`src/rtl/guess_entry.sv`:
```
// guess_entry -- keypad guess collector feeding a code matcher.
//
// Collects up to four decimal digits from a keypad strobe, then on enter
// runs a one-cycle check. An accepted guess produces a one-cycle match
// pulse. A rejected guess produces a one-cycle err pulse and wipes the
// digits. Keys that arrive while a check is in flight are dropped.
//
// Optional feature macro: GUESS_DUP_CHECK_EN
//    defined   : a guess containing any repeated digit is rejected
//    undefined : every complete guess is accepted and err stays low
//
// Ports
//    clk        in   1  rising-edge clock
//    rst        in   1  asynchronous active-high reset
//    key_valid  in   1  one-cycle key strobe
//    key_code   in   4  0-9 digit, C clear, E enter, A/B/D/F ignored
//    a1..a4     out  4  stored digits, a1 is the first entered
//    match      out  1  one-cycle pulse, guess accepted
//    cnt        out  3  number of digits held (0-4)
//    err        out  1  one-cycle pulse, guess rejected
module guess_entry (
   input  logic       clk,
   input  logic       rst,
   input  logic       key_valid,
   input  logic [3:0] key_code,
   output logic [3:0] a1,
   output logic [3:0] a2,
   output logic [3:0] a3,
   output logic [3:0] a4,
   output logic       match,
   output logic [2:0] cnt,
   output logic       err
);

   typedef enum logic [1:0] {
      ENTRY = 2'd0,
      CHECK = 2'd1,
      DONE  = 2'd2
   } state_t;

   localparam logic [3:0] KEY_CLEAR = 4'hC;
   localparam logic [3:0] KEY_ENTER = 4'hE;

   state_t     state_q, state_d;
   logic [3:0] a1_q, a1_d;
   logic [3:0] a2_q, a2_d;
   logic [3:0] a3_q, a3_d;
   logic [3:0] a4_q, a4_d;
   logic [2:0] cnt_q, cnt_d;
   logic       match_q, match_d;
   logic       err_q, err_d;
   // A rejection is decided at the end of CHECK but err must appear one
   // cycle later, aligned with where match would have appeared.
   logic       err_pend_q, err_pend_d;

   logic is_digit;
   logic is_clear;
   logic is_enter;
   logic guess_invalid;

   assign is_digit = (key_code <= 4'd9);
   assign is_clear = (key_code == KEY_CLEAR);
   assign is_enter = (key_code == KEY_ENTER);

`ifdef GUESS_DUP_CHECK_EN
   // Any repeated digit among the four held digits rejects the guess.
   assign guess_invalid = (a1_q == a2_q) || (a1_q == a3_q) || (a1_q == a4_q) ||
                          (a2_q == a3_q) || (a2_q == a4_q) || (a3_q == a4_q);
`else
   assign guess_invalid = 1'b0;
`endif

   // State and data registers; reset clears everything including any
   // pulse that was about to be issued.
   always_ff @(posedge clk or posedge rst) begin
      if (rst) begin
         state_q    <= ENTRY;
         a1_q       <= 4'd0;
         a2_q       <= 4'd0;
         a3_q       <= 4'd0;
         a4_q       <= 4'd0;
         cnt_q      <= 3'd0;
         match_q    <= 1'b0;
         err_q      <= 1'b0;
         err_pend_q <= 1'b0;
      end else begin
         state_q    <= state_d;
         a1_q       <= a1_d;
         a2_q       <= a2_d;
         a3_q       <= a3_d;
         a4_q       <= a4_d;
         cnt_q      <= cnt_d;
         match_q    <= match_d;
         err_q      <= err_d;
         err_pend_q <= err_pend_d;
      end
   end

   // Next-state and datapath logic. Keys are only looked at in ENTRY, so
   // anything pressed during CHECK or DONE (clear included) is dropped.
   always_comb begin
      state_d    = state_q;
      a1_d       = a1_q;
      a2_d       = a2_q;
      a3_d       = a3_q;
      a4_d       = a4_q;
      cnt_d      = cnt_q;
      match_d    = 1'b0;
      err_d      = err_pend_q;
      err_pend_d = 1'b0;

      case (state_q)
         ENTRY: begin
            if (key_valid) begin
               if (is_digit) begin
                  // A fifth digit is silently dropped.
                  if (cnt_q < 3'd4) begin
                     case (cnt_q)
                        3'd0:    a1_d = key_code;
                        3'd1:    a2_d = key_code;
                        3'd2:    a3_d = key_code;
                        default: a4_d = key_code;
                     endcase
                     cnt_d = cnt_q + 3'd1;
                  end
               end else if (is_clear) begin
                  cnt_d = 3'd0;
                  a1_d  = 4'd0;
                  a2_d  = 4'd0;
                  a3_d  = 4'd0;
                  a4_d  = 4'd0;
               end else if (is_enter && (cnt_q == 3'd4)) begin
                  state_d = CHECK;
               end
            end
         end

         CHECK: begin
            if (guess_invalid) begin
               state_d    = ENTRY;
               err_pend_d = 1'b1;
               cnt_d      = 3'd0;
               a1_d       = 4'd0;
               a2_d       = 4'd0;
               a3_d       = 4'd0;
               a4_d       = 4'd0;
            end else begin
               state_d = DONE;
            end
         end

         DONE: begin
            // Digits stay visible to the matcher while match is high; only
            // the count is reset so the next digit lands in a1.
            state_d = ENTRY;
            cnt_d   = 3'd0;
            match_d = 1'b1;
         end

         default: begin
            state_d = ENTRY;
         end
      endcase
   end

   assign a1    = a1_q;
   assign a2    = a2_q;
   assign a3    = a3_q;
   assign a4    = a4_q;
   assign cnt   = cnt_q;
   assign match = match_q;
   assign err   = err_q;

endmodule

```
`config.mk`:
```
export PLATFORM = sky130hd
export DESIGN_NAME = guess_entry
export DESIGN_NICKNAME = d
export VERILOG_FILES = /design/src/rtl/guess_entry.sv
export SDC_FILE = /design/constraint.sdc
export NUM_CORES = 1
export LEC_CHECK = 0
export CAP_MARGIN = 10
export CORE_MARGIN = 3
export CORE_UTILIZATION = 43
export DETAILED_ROUTE_END_ITERATION = 8
export PLACE_DENSITY_LB_ADDON = 0.15
export REMOVE_ABC_BUFFERS = 1
export SETUP_SLACK_MARGIN = 0.05
export SLEW_MARGIN = 20
export SYNTH_ARGS = -nofsm -noshare
export SYNTH_HDL_FRONTEND = slang
export SYNTH_SLANG_ARGS = --single-unit
```
`constraint.sdc`:
```
create_clock -name clk -period 1.5 [get_ports clk]
set_clock_uncertainty 0.1 [all_clocks]
set_input_delay 0.375 -clock clk [delete_from_list [all_inputs] [get_ports clk]]
set_output_delay 0.375 -clock clk [all_outputs]
set_load 0.05 [all_outputs]
```
==> flow_summary.toml <==
[timing]
grt_setup_unrepaired = "yes"
finalSetupViolations = 20
finalMaxSlewViolations = 0
tns_ns = -1.53
post-route-worst-setup-slack_ns = -0.195
final_period_minus_worst_setup_slack_ns = 1.70
finalHoldViolCount = 0
maximum_frequency_from_static_timing_analysis_ghz = 0.590
final_min_period_over_clock_period = 1.13

[placed_design]
post-dp-hpwl_um = 2180
placed_cells_incl_taps = 195
port-buffer-count = 26
placed_cell_area_um2 = 1790
gpl.final_weighted_congestion = 0.897
worst_slack_after_detailed_placement_ns = -0.548

[power]
switching_share = 0.434
pwr-share-clk = 0.093
vdd_drop_max_uv = 2170
intPower_mw = 2.86
p_per_area_nw_per_um2 = 2420
power_frac_comb = 0.687
power_leakage_nw = 0.979
switching_power_mw = 2.20
seq_power_share = 0.220

[detailed_routing]
vias = 1189
drtIter0Drc = 50
firstDrtPassIters = 4
remaining_number_of_nets_flagged_by_the_antenna_check_after_routing = 0
wl_um = 3620
route.detailed.drc = 0
avgViaCountPerCell = 5.61
wire_per_inst_um = 17.1

[finish]
area_growth_syn_to_layout_pct = 83.1
layout.cell_area.non_filler_um2 = 2090
post_route_cells_drive_above_1_share = 0.484
filler_cell_count = 153
multiInputGateArea_um2 = 668
num_antenna_cells = 0
final-instance-count-excl-fill = 212
final_core_utilization = 0.836
net_count_of_the_finished_layout = 194
layout.area.seq_um2 = 553

[setup_path]
timing.critical_path.fanout_max = 3
critical_path_required_ns = 1.61
worstPathArrival_ns = 1.80
worst_path_max_delay_cell = "dfrtp_1"
timing.critical_path.slowest_cell_delay_ns = 0.45
timing.critical_path.mode_cell = "buf_4"
crit_type = "register to register"
worst_setup_sp_type = "register"
worstPathBufferInverterCount = 4
critical_path_cell_count = 8
worstSetupEndpointType = "register"
worst-r2r-cell-count = 8
setup.reg_to_reg.worst_slack_ns = -0.20
r2r-end = "a4[2]$_DFFE_PP0P_"
timing.critical_path.cells = "inv_2 -> buf_12 -> ha_4 -> nor4_4 -> buf_4 -> buf_4 -> o21ai_0 -> nand2_1"
cp_top_family = "buffers and inverters"
crit-reg2reg-launch = "cnt[0]$_DFFE_PP0P_"

[global_route]
via_count_of_the_first_global_routing_pass = 1161
grt.overflow.total = 0
antenna_found_initial = 0
groute.usage.overall = 0.222
grt_max_degree = 23
grt_first_pass_wirelength_um = 5530

[synthesis]
yosys_warnings = 0
synthDominantCellAreaShare = 0.482
yosys.area.top_type = "dfrtp_1"
muxShareOfSynthArea = 0.0351
synthSimpleGateAreaFrac = 0.231
synth-edff-count = 0
synthDistinctLibCells = 30
synth_xor_area_frac = 0
post_synth_fa_ha_maj_area_fraction = 0.0439
postSynthCellCount = 120
postSynthRegisterBits = 22
syn_area_per_cell_um2 = 9.51
synth_area_um2 = 1140
netlist_top_cells_area = "dfrtp_1 48%, o21ai_0 7.9%, nand2_1 5.6%, ha_1 4.4%, mux2i_1 3.5%"
yosys_most_used_dff = "dfrtp_1"
ys_seq_area_frac = 0.482
combinational_family_with_the_most_area_after_synthesis = "simple AND/OR/NAND/NOR gates"
async_flop_share = 1.00
synth_compound_gate_area_share = 0.172

[clock_tree]
cts_inserted_buffers = 3
clk_latency_ns = 0.32
clock_tree.htree_level_count = 1
cts_root_buffer = "clkbuf_4"
cts_num_sinks = 22
clk_path_buf_depth = 2
clk_pin_slew_worst_paths_ns = 0.13
tritoncts = "done"

[floorplan]
pin_count = 28
fp.coreArea_um2 = 2500
die_w_um = 57.5
floorplan.initialDensity = 0.456
die_area_um2 = 3310
placementRows = 18
die_y_um = 57.5

[status]
run_status = "complete, but fails checks"
violated_checks = "negative setup slack"

[job]
timing.max_cap.violations = 0

[worst_hold_path]
min_path_type = "input port to asynchronous set/reset pin"
==> worst max-delay path by stage <==
stage | startpoint | end | slack [ns]
after detailed placement | key_code[1] | cnt[1]$_DFFE_PP0P_ | -0.55
after global routing | cnt[0]$_DFFE_PP0P_ | a4[2]$_DFFE_PP0P_ | -0.24
final | cnt[0]$_DFFE_PP0P_ | a4[2]$_DFFE_PP0P_ | -0.20
after global placement | key_code[1] | cnt[0]$_DFFE_PP0P_ | -0.48
after floorplan | cnt[0]$_DFFE_PP0P_ | a4[0]$_DFFE_PP0P_ | -0.57
after CTS | cnt[1]$_DFFE_PP0P_ | a1[2]$_DFFE_PP0P_ | -0.13
==> flip-flops by register name, summed over array words and instances (netlist names) <==
name	count
a1	4
a2	4
match	1
cnt	3
state_q	2
a3	4
a4	4
==> cell usage after synthesis, types with 2 or more instances <==
library cell and number:
ha_1 4, o21ai_0 18, nor2b_1 5, nor2_1 9
and3_1 2, or3_1 2, a21oi_1 5, buf_2 2
dfrtp_1 22, inv_1 5, nand2_1 17, mux2i_1 4
o21ai_1 8
==> worst register-to-register path, delay by kind of cell, from the launching register on <==
family                   cells  cell delay (ns)
buffers and inverters        4             0.53
flip-flops                   1             0.45
AO/OA/AOI/OAI                1             0.23
adder cells (fa/ha/maj)      1             0.14
AND/OR/NAND/NOR              2             0.14
==> power by group through the flow <==
stage                     Clock, mW  Combinational, mW  Sequential (mW)
after detailed placement          0               2.81             1.11
after CTS                     0.477               3.12             1.10
after floorplan                   0              0.570             1.80
after global routing          0.503               3.63             1.15
after global placement            0               2.77             1.09
final                         0.469               3.48             1.11
==> routing by layer <==
layer	wire length, um	part of all wire	global-route usage
met5	0	0	0
met4	133	0.037	0.132
met3	254	0.070	0.0407
met2	1910	0.53	0.365
met1	1320	0.36	0.267
==> what timing repair did <==
action,4_1_cts,5_1_grt
hold buffers,0,0
pin swaps,7,12
gates resized for setup,29,27
buffers inserted,8,7
setup endpoints to repair,22,28
==> layout by cell type (no fill, tap or decap), types with 2 or more instances in the layout <==
| cell type | synthesis | routed |
|---|---|---|
| buf_4 | 1 | 27 |
| buf_12 | 0 | 21 |
| dfrtp_1 | 22 | 20 |
| nand2_1 | 17 | 17 |
| o21ai_1 | 8 | 15 |
| o21ai_0 | 18 | 7 |
| buf_6 | 0 | 7 |
| a21oi_1 | 5 | 5 |
| o21ai_2 | 1 | 5 |
| nor2_1 | 9 | 5 |
| mux2i_1 | 4 | 4 |
| inv_1 | 5 | 3 |
| nor2_4 | 0 | 3 |
| nor2b_1 | 5 | 3 |
| clkbuf_4 | 0 | 3 |
| dlygate4sd2_1 | 0 | 3 |
| nor2b_4 | 0 | 2 |
| inv_2 | 0 | 2 |
| ha_4 | 0 | 2 |
| dfrtp_2 | 0 | 2 |
==> metrics by stage <==
step | hold slack, ns | total power, mW
finish | 0.267 | 5.05
global placement | 0.436 | 3.86
CTS | 0.270 | 4.70
floorplan | 0.264 | 2.37
global route | 0.289 | 5.28
detailed placement | 0.445 | 3.92
==> cell type report <==
type | instances | area share
Timing Repair Buffer | 61 | 0.363
Clock buffer | 3 | 0.0108
Inverter | 5 | 0.00898
Multi-Input combinational cell | 90 | 0.320
Clock inverter | 1 | 0.0144
Sequential cell | 22 | 0.265
Tap cell | 30 | 0.0180
==> cells by family (layout without fill, tap and decap cells) <==
group                      Yosys count  after routing
and+or+nand+nor                     46             46
AOI/OAI and AO/OA                   35             35
DFF                                 22             22
buffers and inverters                8             70
adders and majority gates            4              4
muxes                                4              4
other                                1              1
No activity file was read; power rests on OpenSTA's default activity.
